$ cat src/rtl/issue_scheduler_if.sv
// Decode-to-issue bundle for the issue scheduler.
// Master drives decode, unit status and writeback; slave is the scheduler.
interface issue_scheduler_if;
  logic       dec_valid;
  logic [1:0] dec_class;
  logic [4:0] dec_rd;
  logic [4:0] dec_rs1;
  logic [4:0] dec_rs2;
  logic       dec_use_rs1;
  logic       dec_use_rs2;
  logic [2:0] au_free;
  logic [2:0] mul_free;
  logic       lsu_free;
  logic       wb_valid;
  logic [4:0] wb_rd;
  logic       flush;
  logic       dec_ready;
  logic [2:0] au_issue;
  logic [2:0] mul_issue;
  logic       lsu_issue;
  logic [4:0] iss_rd;
  logic [4:0] iss_rs1;
  logic [4:0] iss_rs2;
  logic [15:0] stall_cnt;

  modport master (
    output dec_valid, dec_class, dec_rd,
    output dec_rs1, dec_rs2,
    output dec_use_rs1, dec_use_rs2,
    output au_free, mul_free, lsu_free,
    output wb_valid, wb_rd, flush,
    input  dec_ready, au_issue, mul_issue,
    input  lsu_issue, iss_rd, iss_rs1,
    input  iss_rs2, stall_cnt
  );

  modport slave (
    input  dec_valid, dec_class, dec_rd,
    input  dec_rs1, dec_rs2,
    input  dec_use_rs1, dec_use_rs2,
    input  au_free, mul_free, lsu_free,
    input  wb_valid, wb_rd, flush,
    output dec_ready, au_issue, mul_issue,
    output lsu_issue, iss_rd, iss_rs1,
    output iss_rs2, stall_cnt
  );
endinterface

$ cat src/rtl/issue_scheduler.sv
// In-order issue: scoreboard hazards, per-class
// round-robin unit pick, one-cycle issue pulses.
module issue_scheduler (
  input logic clk,
  input logic rst_n,
  issue_scheduler_if.slave bus
);
  logic [31:0] sb, sb_next;
  logic [1:0]  au_ptr, mul_ptr;
  logic [2:0]  au_pick, mul_pick;
  logic        unit_ok, hazard, accept;

  function automatic logic [2:0] rr_pick(
    input logic [2:0] avail,
    input logic [1:0] ptr
  );
    logic [2:0] pick;
    logic [1:0] idx;
    pick = '0;
    idx  = ptr;
    for (int k = 0; k < 3; k++) begin
      if (pick == '0 && avail[idx])
        pick[idx] = 1'b1;
      idx = (idx == 2'd2) ? 2'd0 : idx + 2'd1;
    end
    return pick;
  endfunction

  function automatic logic [1:0] ptr_after(
    input logic [2:0] g,
    input logic [1:0] ptr
  );
    logic [1:0] p;
    p = ptr;
    unique case (1'b1)
      g[0]:    p = 2'd1;
      g[1]:    p = 2'd2;
      g[2]:    p = 2'd0;
      default: p = ptr;
    endcase
    return p;
  endfunction

  // Issue vectors double as reservations: a unit just
  // issued is masked until its free line has dropped.
  always_comb begin
    au_pick  = rr_pick(bus.au_free & ~bus.au_issue, au_ptr);
    mul_pick = rr_pick(bus.mul_free & ~bus.mul_issue, mul_ptr);
    unit_ok  = 1'b0;
    case (bus.dec_class)
      2'd0:    unit_ok = |au_pick;
      2'd1:    unit_ok = |mul_pick;
      2'd2:    unit_ok = bus.lsu_free & ~bus.lsu_issue;
      default: unit_ok = 1'b1;
    endcase
  end

  always_comb begin
    hazard = sb[bus.dec_rd];
    if (bus.dec_use_rs1 && sb[bus.dec_rs1])
      hazard = 1'b1;
    if (bus.dec_use_rs2 && sb[bus.dec_rs2])
      hazard = 1'b1;
  end

  assign bus.dec_ready = !bus.flush && unit_ok && !hazard;
  assign accept = bus.dec_valid && bus.dec_ready;

  always_comb begin
    sb_next = sb;
    if (bus.wb_valid)
      sb_next[bus.wb_rd] = 1'b0;
    if (accept && bus.dec_class != 2'd3)
      sb_next[bus.dec_rd] = 1'b1;
    sb_next[0] = 1'b0;
  end

  always_ff @(posedge clk or negedge rst_n) begin
    if (!rst_n) begin
      sb        <= '0;
      au_ptr    <= '0;
      mul_ptr   <= '0;
      bus.au_issue  <= '0;
      bus.mul_issue <= '0;
      bus.lsu_issue <= 1'b0;
      bus.iss_rd    <= '0;
      bus.iss_rs1   <= '0;
      bus.iss_rs2   <= '0;
      bus.stall_cnt <= '0;
    end else begin
      sb <= sb_next;
      bus.au_issue  <= '0;
      bus.mul_issue <= '0;
      bus.lsu_issue <= 1'b0;
      bus.iss_rd    <= '0;
      bus.iss_rs1   <= '0;
      bus.iss_rs2   <= '0;
      if (accept) begin
        bus.iss_rd  <= bus.dec_rd;
        bus.iss_rs1 <= bus.dec_rs1;
        bus.iss_rs2 <= bus.dec_rs2;
        case (bus.dec_class)
          2'd0: begin
            bus.au_issue <= au_pick;
            au_ptr <= ptr_after(au_pick, au_ptr);
          end
          2'd1: begin
            bus.mul_issue <= mul_pick;
            mul_ptr <= ptr_after(mul_pick, mul_ptr);
          end
          2'd2:    bus.lsu_issue <= 1'b1;
          default: ;
        endcase
      end
      if (bus.dec_valid && !bus.dec_ready &&
          bus.stall_cnt != 16'hFFFF)
        bus.stall_cnt <= bus.stall_cnt + 16'd1;
    end
  end
endmodule

$ cat src/flat_wrapper.sv
// flat-port wrapper written by rule: the top's interface ports become plain ports
module issue_scheduler_flat 
  (clk, rst_n, bus_dec_valid, bus_dec_class, bus_dec_rd, bus_dec_rs1, bus_dec_rs2, bus_dec_use_rs1, bus_dec_use_rs2, bus_au_free, bus_mul_free, bus_lsu_free, bus_wb_valid, bus_wb_rd, bus_flush, bus_dec_ready, bus_au_issue, bus_mul_issue, bus_lsu_issue, bus_iss_rd, bus_iss_rs1, bus_iss_rs2, bus_stall_cnt);
  issue_scheduler_if bus_i ();
  input logic clk;
  input logic rst_n;
  input wire logic [$bits(bus_i.dec_valid)-1:0] bus_dec_valid;
  input wire logic [$bits(bus_i.dec_class)-1:0] bus_dec_class;
  input wire logic [$bits(bus_i.dec_rd)-1:0] bus_dec_rd;
  input wire logic [$bits(bus_i.dec_rs1)-1:0] bus_dec_rs1;
  input wire logic [$bits(bus_i.dec_rs2)-1:0] bus_dec_rs2;
  input wire logic [$bits(bus_i.dec_use_rs1)-1:0] bus_dec_use_rs1;
  input wire logic [$bits(bus_i.dec_use_rs2)-1:0] bus_dec_use_rs2;
  input wire logic [$bits(bus_i.au_free)-1:0] bus_au_free;
  input wire logic [$bits(bus_i.mul_free)-1:0] bus_mul_free;
  input wire logic [$bits(bus_i.lsu_free)-1:0] bus_lsu_free;
  input wire logic [$bits(bus_i.wb_valid)-1:0] bus_wb_valid;
  input wire logic [$bits(bus_i.wb_rd)-1:0] bus_wb_rd;
  input wire logic [$bits(bus_i.flush)-1:0] bus_flush;
  output wire logic [$bits(bus_i.dec_ready)-1:0] bus_dec_ready;
  output wire logic [$bits(bus_i.au_issue)-1:0] bus_au_issue;
  output wire logic [$bits(bus_i.mul_issue)-1:0] bus_mul_issue;
  output wire logic [$bits(bus_i.lsu_issue)-1:0] bus_lsu_issue;
  output wire logic [$bits(bus_i.iss_rd)-1:0] bus_iss_rd;
  output wire logic [$bits(bus_i.iss_rs1)-1:0] bus_iss_rs1;
  output wire logic [$bits(bus_i.iss_rs2)-1:0] bus_iss_rs2;
  output wire logic [$bits(bus_i.stall_cnt)-1:0] bus_stall_cnt;
  assign bus_i.dec_valid = bus_dec_valid;
  assign bus_i.dec_class = bus_dec_class;
  assign bus_i.dec_rd = bus_dec_rd;
  assign bus_i.dec_rs1 = bus_dec_rs1;
  assign bus_i.dec_rs2 = bus_dec_rs2;
  assign bus_i.dec_use_rs1 = bus_dec_use_rs1;
  assign bus_i.dec_use_rs2 = bus_dec_use_rs2;
  assign bus_i.au_free = bus_au_free;
  assign bus_i.mul_free = bus_mul_free;
  assign bus_i.lsu_free = bus_lsu_free;
  assign bus_i.wb_valid = bus_wb_valid;
  assign bus_i.wb_rd = bus_wb_rd;
  assign bus_i.flush = bus_flush;
  assign bus_dec_ready = bus_i.dec_ready;
  assign bus_au_issue = bus_i.au_issue;
  assign bus_mul_issue = bus_i.mul_issue;
  assign bus_lsu_issue = bus_i.lsu_issue;
  assign bus_iss_rd = bus_i.iss_rd;
  assign bus_iss_rs1 = bus_i.iss_rs1;
  assign bus_iss_rs2 = bus_i.iss_rs2;
  assign bus_stall_cnt = bus_i.stall_cnt;
  issue_scheduler u_core (.clk(clk), .rst_n(rst_n), .bus(bus_i));
endmodule
$ cat config.mk
export PLATFORM = sky130hd
export DESIGN_NAME = issue_scheduler_flat
export DESIGN_NICKNAME = d
export VERILOG_FILES = /design/src/rtl/issue_scheduler_if.sv /design/src/rtl/issue_scheduler.sv /design/src/flat_wrapper.sv
export SDC_FILE = /design/constraint.sdc
export NUM_CORES = 1
export LEC_CHECK = 0
export BUFFER_PORTS_ARGS = -buffer_cell sky130_fd_sc_hd__buf_2
export CAP_MARGIN = 20
export CORE_MARGIN = 8
export CORE_UTILIZATION = 30
export DETAILED_ROUTE_END_ITERATION = 8
export SYNTH_ARGS = -nofsm -noshare
export SYNTH_HDL_FRONTEND = slang
export SYNTH_SLANG_ARGS = --single-unit
$ cat constraint.sdc
create_clock -name clk -period 2.7 [get_ports clk]
set_clock_uncertainty 0.2 [all_clocks]
set_input_delay 0.135 -clock clk [delete_from_list [all_inputs] [get_ports clk]]
set_output_delay 0.135 -clock clk [all_outputs]
set_load 0.05 [all_outputs]
==> results of run 1 <==
-- state kept, by name (all words and copies together) (netlist names) --
name / flops
u_core.bus.iss_rs2: 5
u_core.bus.mul_issue: 3
u_core.bus.lsu_issue: 1
u_core.bus.stall_cnt: 16
u_core.sb: 31
u_core.au_ptr: 2
u_core.bus.iss_rd: 5
u_core.bus.iss_rs1: 5
u_core.mul_ptr: 2
u_core.bus.au_issue: 3
-- worst min-delay path by stage --
stage / from / endpoint / slack [ns] / cells after the start
6_report: bus_dec_rd[4] / u_core.bus.iss_rd[4]$_DFF_PN0_ / 0.02 / 3
5_1_grt: bus_dec_rd[4] / u_core.bus.iss_rd[4]$_DFF_PN0_ / 0.02 / 3
4_1_cts: bus_dec_rd[4] / u_core.bus.iss_rd[4]$_DFF_PN0_ / 0.002 / 3
3_5_place_dp: rst_n / u_core.bus.iss_rs1[1]$_DFF_PN0_ / -0.1 / 1
3_3_place_gp: rst_n / u_core.bus.iss_rs1[1]$_DFF_PN0_ / -0.10 / 1
2_1_floorplan: rst_n / u_core.au_ptr[0]$_DFFE_PN0P_ / -0.36 / 0
-- metal layers --
metal,track usage,vias to the layer above,part of all wire
met5,0,-,0.00062
met4,0.0568,2,0.016
met3,0.0553,18,0.084
met2,0.226,134,0.49
met1,0.179,1852,0.41
li1,-,1697,-
-- critical path, stage by stage (launching register included) --
cell	delay, ns
dfrtp_1	0.41
mux4_2	0.48
and3_4	0.16
a311o_1	0.32
nor4_2	0.15
buf_4	0.18
nand3_4	0.09
nor3b_4	0.23
buf_6	0.19
-- metrics by stage --
step / util / power [uW] / instances
6_report: 0.446 / 3580 / 700
5_1_grt: 0.446 / 3770 / 700
4_1_cts: 0.425 / 3510 / 693
3_5_place_dp: 0.371 / 2250 / 656
3_3_place_gp: 0.371 / 2230 / 656
2_1_floorplan: - / 1930 / 381
-- final cells by class --
class / instances / area share
flip-flops and latches: 73 / 0.311
clock buffers: 12 / 0.0402
inverters: 4 / 0.00255
clock inverters: 3 / 0.00724
multi-input cells: 289 / 0.416
well taps: 176 / 0.0375
repair buffers: 143 / 0.185
-- kinds of logic after synthesis --
family          Yosys count  share of synthesized area
compound gates           96                      0.139
xor+xnor                 15                     0.0326
fa+ha+maj                 1                    0.00310
buf+inv                  19                     0.0245
flops                    73                      0.453
mux                      34                      0.146
simple gates            143                      0.202
-- report_power, final --
group / switching [uW] / total, uW / internal [uW]
registers: 155 / 1380 / 1230
logic: 600 / 1050 / 453
clock network: 439 / 1150 / 709
total: 1190 / 3580 / 2390
-- cell usage in the layout (no fill, tap or decap), types with 8 or more instances in the layout --
| cell type | Yosys | routed |
|---|---|---|
| and2_1 | 14 | 14 |
| buf_2 | 7 | 73 |
| buf_4 | 1 | 30 |
| buf_6 | 2 | 19 |
| clkbuf_16 | 0 | 11 |
| dfrtp_1 | 73 | 73 |
| dlygate4sd3_1 | 0 | 14 |
| mux4_2 | 19 | 19 |
| nand2_1 | 31 | 25 |
| nand2b_1 | 8 | 8 |
| nand3b_1 | 9 | 9 |
| nor2_1 | 20 | 18 |
| nor2b_1 | 13 | 13 |
| o21ai_0 | 60 | 36 |
| o21ai_2 | 0 | 24 |
| xnor2_1 | 14 | 10 |
-- repair_timing --
action / 4_1_cts / 5_1_grt
endpoints found under the setup margin: 45 / 74
hold buffers: 14 / 0
pin swaps: 34 / 15
endpoints found under the hold margin: 85 / 0
buffers inserted: 7 / 9
resized for setup: 71 / 47
cloned: 1 / 1
==> metrics, run 1 <==
GRT overflow=0; outcome=finished, violations left; number of synthesized flops with an enable pin=0; Synth Flop Type=dfrtp_1; library cells used by synthesis=53; f_max=347 MHz; worst endpoint required time=2.37 ns; global-route wire length before repair=20300 um; Initial DRT Pass Iterations=4; area grow syn2layout=45.7%; relative slew slack=0.661; RSZ-0062 raised after global routing=yes; CP Data Arrival Time=2.54 ns; CTS clk-pin slew, worst paths=0.06 ns; Initial Util=0.306; Post-Synthesis Cells=381; die width=132 um; DR vias/cell=5.29; fraction of registers with async set/reset=1.00; Hold Fails Final Rpt=0; syn_nets=418; I/O Buffers=74; clk buf depth=2; crit path kind=reg -> out; RePlAce Congestion=0.904; synth cell count leaders=dfrtp_1, o21ai_0, nand2_1; sequential fraction of the synthesis area=0.453; Core ar.=13200 um^2; Total GRT Usage=0.146; TritonCTS clock tree=yes; routed vias=3703; antenna violations before repair=1; Worst Setup End Kind=output port; vias in the first global route=3717; PwrDens=609 nW/um^2; Worst-Margin Slew=0.509 ns; most numerous cell in the Yosys netlist=dfrtp_1; die footprint=17400 um^2; Synth Register Bits=73; layout cells sized above 1=0.450; crit path to=bus_dec_ready; pin count of the biggest net entering global routing=56; Yosys warnings=0; Final WS setup=-0.178 ns; placed inst area=4890 um^2; Reg2Reg Setup Slack=-0.14 ns; TritonCTS Sinks=73; MaxCap Viol Count=0; Synth Cell Area=4040 um^2; n_diodes=0; Fill cells=1253; final hold slack=0.0226 ns; minimum clock period=2.88 ns; post-place setup slack=-0.247 ns; Crit. Startpoint=u_core.sb[9]$_DFF_PN0_; total CTS buffers=9; Critical Path Source Type=flop; Final setup viols=52; Pleak=0.00262 uW; setup_tns=-4.06 ns; share of the synthesized area in the top cell type=0.453; FF-to-FF Start=u_core.sb[9]$_DFF_PN0_; Period Utilization, post-route=1.07; clock root buffer=clkbuf_16; Iteration-0 DRC Markers=264; H-tree depth=3; Clk Latency, worst-skew pair=0.34 ns; Site Rows=42; Post-route DRC=0; Worst Reg2Reg Path Length in Cells=11; die height=132 um; max-slew violations=0; VDD IR max=767 uV; largest cells by area after synthesis=dfrtp_1, mux4_2, o21ai_0, xnor2_1, nand2_1; Top Ports=75; fin area=5880 um^2; HP Class=in -> reg; failing checks=setup timing; post-synth top area cell=dfrtp_1; nets=557; ANT nets after route=0; WL per Instance=18.3 um; R2R Path End=u_core.bus.stall_cnt[0]$_DFFE_PN0P_; Crit Path Max Fanout=3; area of the multi-input gates=2450 um^2; Post-Route WL=12800 um; register area=1830 um^2; post-DP HPWL=9030 um; Avg Inst Size Synth=10.6 um^2
(Power assumes the default switching activity.)
==> run 2: changes to the inputs <==
--- a/config.mk
+++ b/config.mk
@@ -5,11 +5,15 @@
 export SDC_FILE = /design/constraint.sdc
 export NUM_CORES = 1
 export LEC_CHECK = 0
-export BUFFER_PORTS_ARGS = -buffer_cell sky130_fd_sc_hd__buf_2
 export CAP_MARGIN = 20
+export CELL_PAD_IN_SITES_DETAIL_PLACEMENT = 0
+export CELL_PAD_IN_SITES_GLOBAL_PLACEMENT = 1
 export CORE_MARGIN = 8
 export CORE_UTILIZATION = 30
 export DETAILED_ROUTE_END_ITERATION = 8
+export DONT_BUFFER_PORTS = 1
+export GPL_ROUTABILITY_DRIVEN = 1
+export PLACE_DENSITY_LB_ADDON = 0.1
 export SYNTH_ARGS = -nofsm -noshare
 export SYNTH_HDL_FRONTEND = slang
 export SYNTH_SLANG_ARGS = --single-unit
==> metrics, run 2 (synthesis results as in run 1) <==
failing checks=setup timing; Period Utilization, post-route=1.10; Clk Latency, worst-skew pair=0.34 ns; ANT nets after route=0; clk buf depth=2; biggest regs=u_core.sb: 31 flops, u_core.bus.stall_cnt: 16 flops; Pleak=0.00238 uW; Worst-Margin Slew=0.628 ns; Initial Util=0.306; post-place setup slack=-0.291 ns; Critical Path Source Type=flop; Hold Path Cell Cnt=3; Reg2Reg Setup Slack=-0.17 ns; VDD IR max=414 uV; most frequent cells in the layout=dfrtp_1, buf_4, o21ai_0; vias in the first global route=3535; die footprint=17400 um^2; post-DP HPWL=9240 um; GRT overflow=0; n_diodes=0; Hold Fails Final Rpt=0; PwrDens=654 nW/um^2; Final setup viols=37; min-delay src=bus_mul_free[0]; area grow syn2layout=39.8%; Hold Path End=u_core.mul_ptr[0]$_DFFE_PN0P_; Design Power=3690 uW; die height=132 um; f_max=336 MHz; global-route wire length before repair=21500 um; FF-to-FF Start=u_core.sb[9]$_DFF_PN0_; H-tree depth=3; Core ar.=13200 um^2; HP Class=in -> reg; TritonCTS Sinks=73; nets=500; antenna violations before repair=0; Reg with most FFs=u_core.sb; CTS clk-pin slew, worst paths=0.06 ns; clock root buffer=clkbuf_16; outcome=finished, violations left; relative slew slack=0.581; TritonCTS clock tree=yes; Total GRT Usage=0.159; DR vias/cell=5.31; commonest non-fill, non-tap cell in the layout=dfrtp_1; setup_tns=-4.71 ns; Iteration-0 DRC Markers=181; Worst Setup End Kind=output port; routed vias=3422; minimum clock period=2.98 ns; R2R Path End=u_core.sb[8]$_DFF_PN0_; Site Rows=42; CP Data Arrival Time=2.64 ns; layout cells sized above 1=0.340; max-slew violations=0; crit path kind=reg -> out; max reg flops=31; Post-Route WL=13700 um; Final WS setup=-0.278 ns; Crit Path Max Fanout=4; WL per Instance=21.3 um; RSZ-0062 raised after global routing=yes; Worst Reg2Reg Path Length in Cells=10; Top Ports=75; Post-route DRC=0; total CTS buffers=9; die width=132 um; worst endpoint required time=2.37 ns; RePlAce Congestion=0.813; MaxCap Viol Count=0; Initial DRT Pass Iterations=4; I/O Buffers=0; pin count of the biggest net entering global routing=74
-- run 2: cell types whose count changed in the layout (fill, tap and decap cells not counted), moves of 3 or more --
cell           previous run  this run
buf_4                    30        43
dlygate4sd3_1            14        30
buf_6                    19         7
nand2_2                   3         0
nand2_4                   3         6
buf_2                    73         0
o21ai_2                  24        19
o21ai_1                   7        12
-- run 2: layer usage --
layer / up-vias / global-route usage / wire, um
met4: 0 / 0.0472 / 135
met3: 9 / 0.0484 / 953
met1: 1733 / 0.215 / 6380
li1: 1582 / - / -
met5: - / 0 / 0
met2: 98 / 0.237 / 6240
-- run 2: layout make-up --
type,instances,area (um^2)
multi-input cells,289,2430
repair buffers,86,822
well taps,176,220
clock buffers,11,243
inverters,4,15.0
clock inverters,5,78.8
fillers,1272,7550
flip-flops and latches,73,1830
-- run 2: worst max-delay path by stage --
| stage | from | cells after the start | to | slack [ns] |
|---|---|---|---|---|
| finish | u_core.sb[13]$_DFF_PN0_ | 8 | bus_dec_ready | -0.28 |
| global route | u_core.sb[9]$_DFF_PN0_ | 8 | bus_dec_ready | -0.39 |
| CTS | u_core.sb[27]$_DFF_PN0_ | 10 | bus_dec_ready | -0.30 |
| detailed placement | u_core.sb[11]$_DFF_PN0_ | 8 | u_core.sb[22]$_DFF_PN0_ | -0.29 |
| global placement | u_core.sb[27]$_DFF_PN0_ | 10 | u_core.sb[10]$_DFF_PN0_ | -0.23 |
| floorplan | u_core.sb[27]$_DFF_PN0_ | 7 | u_core.mul_ptr[1]$_DFFE_PN0P_ | 0.06 |
-- run 2: repair_timing --
item | CTS | global route
hold buffers | 32 | 0
cloned | 2 | 0
buffers inserted | 3 | 6
endpoints found under the setup margin | 48 | 71
gates resized for setup | 26 | 75
endpoints found under the hold margin | 130 | 0
pin swaps | 5 | 35
-- run 2: where the power goes --
group          switching [uW]  leakage [uW]  internal, uW
Clock                     490      0.000159           834
Sequential                145      0.000988          1220
Combinational             570       0.00123           429
Total                    1200       0.00238          2490
-- run 2: metrics by stage --
step | instances | util | instance area, um^2 | hold slack, ns
2_1_floorplan | 381 | - | 4050 | -0.361
3_3_place_gp | 587 | 0.345 | 4550 | -0.357
3_5_place_dp | 587 | 0.345 | 4550 | -0.357
4_1_cts | 640 | 0.404 | 5340 | 0.0172
5_1_grt | 644 | 0.428 | 5640 | 0.00577
6_report | 644 | 0.428 | 5640 | 0.0113
-- run 2: critical path, cell delays in order (launching register included) --
cell     delay [ns]
dfrtp_1        0.45
mux4_2         0.49
mux2_2         0.29
o221a_2        0.30
nand3_2        0.12
nand3_2        0.11
buf_4          0.17
nor3b_4        0.21
buf_12         0.16
==> run 3: changes to the inputs <==
--- a/config.mk
+++ b/config.mk
@@ -14,6 +14,7 @@
 export DONT_BUFFER_PORTS = 1
 export GPL_ROUTABILITY_DRIVEN = 1
 export PLACE_DENSITY_LB_ADDON = 0.1
+export SETUP_SLACK_MARGIN = 0.02
 export SYNTH_ARGS = -nofsm -noshare
 export SYNTH_HDL_FRONTEND = slang
 export SYNTH_SLANG_ARGS = --single-unit
==> metrics, run 3 (synthesis results as in run 1) <==
commonest non-fill, non-tap cell in the layout=dfrtp_1; H-tree depth=3; Gate power share=0.273; post-place setup slack=-0.291 ns; antenna violations before repair=0; Initial Util=0.306; Post-route DRC=0; post-DP HPWL=9240 um; Reg with most FFs=u_core.sb; Worst-Margin Slew=0.591 ns; Cell Count, Final, Fillers Out=644; max reg flops=31; area grow syn2layout=40.1%; pin count of the biggest net entering global routing=74; Core ar.=13200 um^2; cell total after placement=587; relative slew slack=0.605; PwrDens=653 nW/um^2; Clk Latency, worst-skew pair=0.34 ns; n_diodes=0; RSZ-0062 raised after global routing=yes; global-route wire length before repair=21500 um; die height=132 um; minimum clock period=2.98 ns; end-of-flow core utilization=0.428; Fill cells=1276; ANT nets after route=0; vias in the first global route=3542; failing checks=setup timing; clk buf depth=2; VDD IR max=480 uV; crit path kind=reg -> out; CP Data Arrival Time=2.65 ns; biggest regs=u_core.sb: 31 flops, u_core.bus.stall_cnt: 16 flops; MaxCap Viol Count=0; clock root buffer=clkbuf_16; layout cells sized above 1=0.342; nets=500; worst endpoint required time=2.37 ns; routed vias=3457; outcome=finished, violations left; Final WS setup=-0.283 ns; Iteration-0 DRC Markers=187; most frequent cells in the layout=dfrtp_1, buf_4, o21ai_0; Initial DRT Pass Iterations=5; TritonCTS clock tree=yes; sequential share of power=0.371; f_max=335 MHz; Hold Fails Final Rpt=0; Final setup viols=50; HP Class=in -> reg; GRT overflow=0; Design Power=3690 uW; CTS clk-pin slew, worst paths=0.06 ns; Net Sw Power=1200 uW; internal power=2500 uW; TritonCTS Sinks=73; Period Utilization, post-route=1.10; WL per Instance=21.2 um; die footprint=17400 um^2; Pleak=0.00239 uW; Total GRT Usage=0.159; Top Ports=75; Site Rows=42; switching fraction of total power=0.324; max-slew violations=0; RePlAce Congestion=0.813; die width=132 um; Post-Route WL=13700 um; Critical Path Source Type=flop; Crit Path Max Fanout=4; I/O Buffers=0; Worst Setup End Kind=output port; DR vias/cell=5.37; Clock power frac=0.356; total CTS buffers=9
run 3: cell types whose count changed in the layout (fill, tap and decap cells not counted):
cell and change:
buf_4 -2, buf_6 +2, and2_1 -1, and2_4 +1
mux2_2 -1, mux2_4 +1, or3b_2 +1, or3b_4 -1
run 3: cell type report:
type                       count  area [um^2]  share of cell area
timing repair buffer          86          830               0.147
clock buffer                  11          243              0.0429
sequential                    73         1830               0.323
multi-input combinational    289         2440               0.431
inverter                       4         15.0             0.00266
clock inverter                 5         78.8              0.0139
tap                          176          220              0.0390
run 3: worst max-delay path, cell delays in order, from the launching register on:
cell,delay [ns]
dfrtp_1,0.42
mux4_2,0.47
and3_4,0.16
a311o_1,0.34
nor4_4,0.23
nand3_2,0.15
buf_4,0.17
nor3b_4,0.21
buf_12,0.16
run 3: stage by stage:
step           area [um^2]  TNS [ns]  hold WS (ns)
4_1_cts               5360     -8.65        0.0172
6_report              5650     -6.21        0.0162
3_5_place_dp          4550     -6.72        -0.357
5_1_grt               5650    -11.79       0.00577
2_1_floorplan         4050         0        -0.361
3_3_place_gp          4550     -5.83        -0.357
run 3: power by group through the flow:
stage               logic, uW  registers, uW  clock network, uW
floorplan                 385           1550                  0
CTS                       923           1360               1350
global placement          793           1380                  0
global route             1090           1390               1410
finish                   1010           1370               1310
detailed placement        796           1380                  0
run 3: repair_timing:
action | 4_1_cts | 5_1_grt
hold buffers | 32 | 0
gates resized for setup | 33 | 71
endpoints found under the hold margin | 130 | 0
endpoints found under the setup margin | 51 | 72
buffers inserted | 4 | 5
cloned | 2 | 0
pin swaps | 8 | 34
run 3: per-layer routing:
layer  vias up  GRT usage  share of wire
met1      1756      0.216           0.45
met3         4     0.0484          0.082
met5         -          0              0
met2       114      0.238           0.46
li1       1583          -              -
met4         0     0.0472         0.0081
run 3: worst paths after layout:
| kind | start | end | slack (ns) | cells past startpoint |
|---|---|---|---|---|
| worst max-delay path | u_core.sb[9]$_DFF_PN0_ | bus_dec_ready | -0.28 | 8 |
| worst min-delay path | bus_mul_free[0] | u_core.mul_ptr[0]$_DFFE_PN0P_ | 0.02 | 3 |
| worst max register to register | u_core.sb[9]$_DFF_PN0_ | u_core.sb[8]$_DFF_PN0_ | -0.21 | 10 |
| worst min register to register | u_core.sb[20]$_DFF_PN0_ | u_core.sb[20]$_DFF_PN0_ | 0.38 | 2 |
| max in group asynchronous | rst_n | u_core.bus.stall_cnt[14]$_DFFE_PN0P_ | 1.77 | 2 |
| min in group asynchronous | rst_n | u_core.mul_ptr[1]$_DFFE_PN0P_ | 0.16 | 2 |
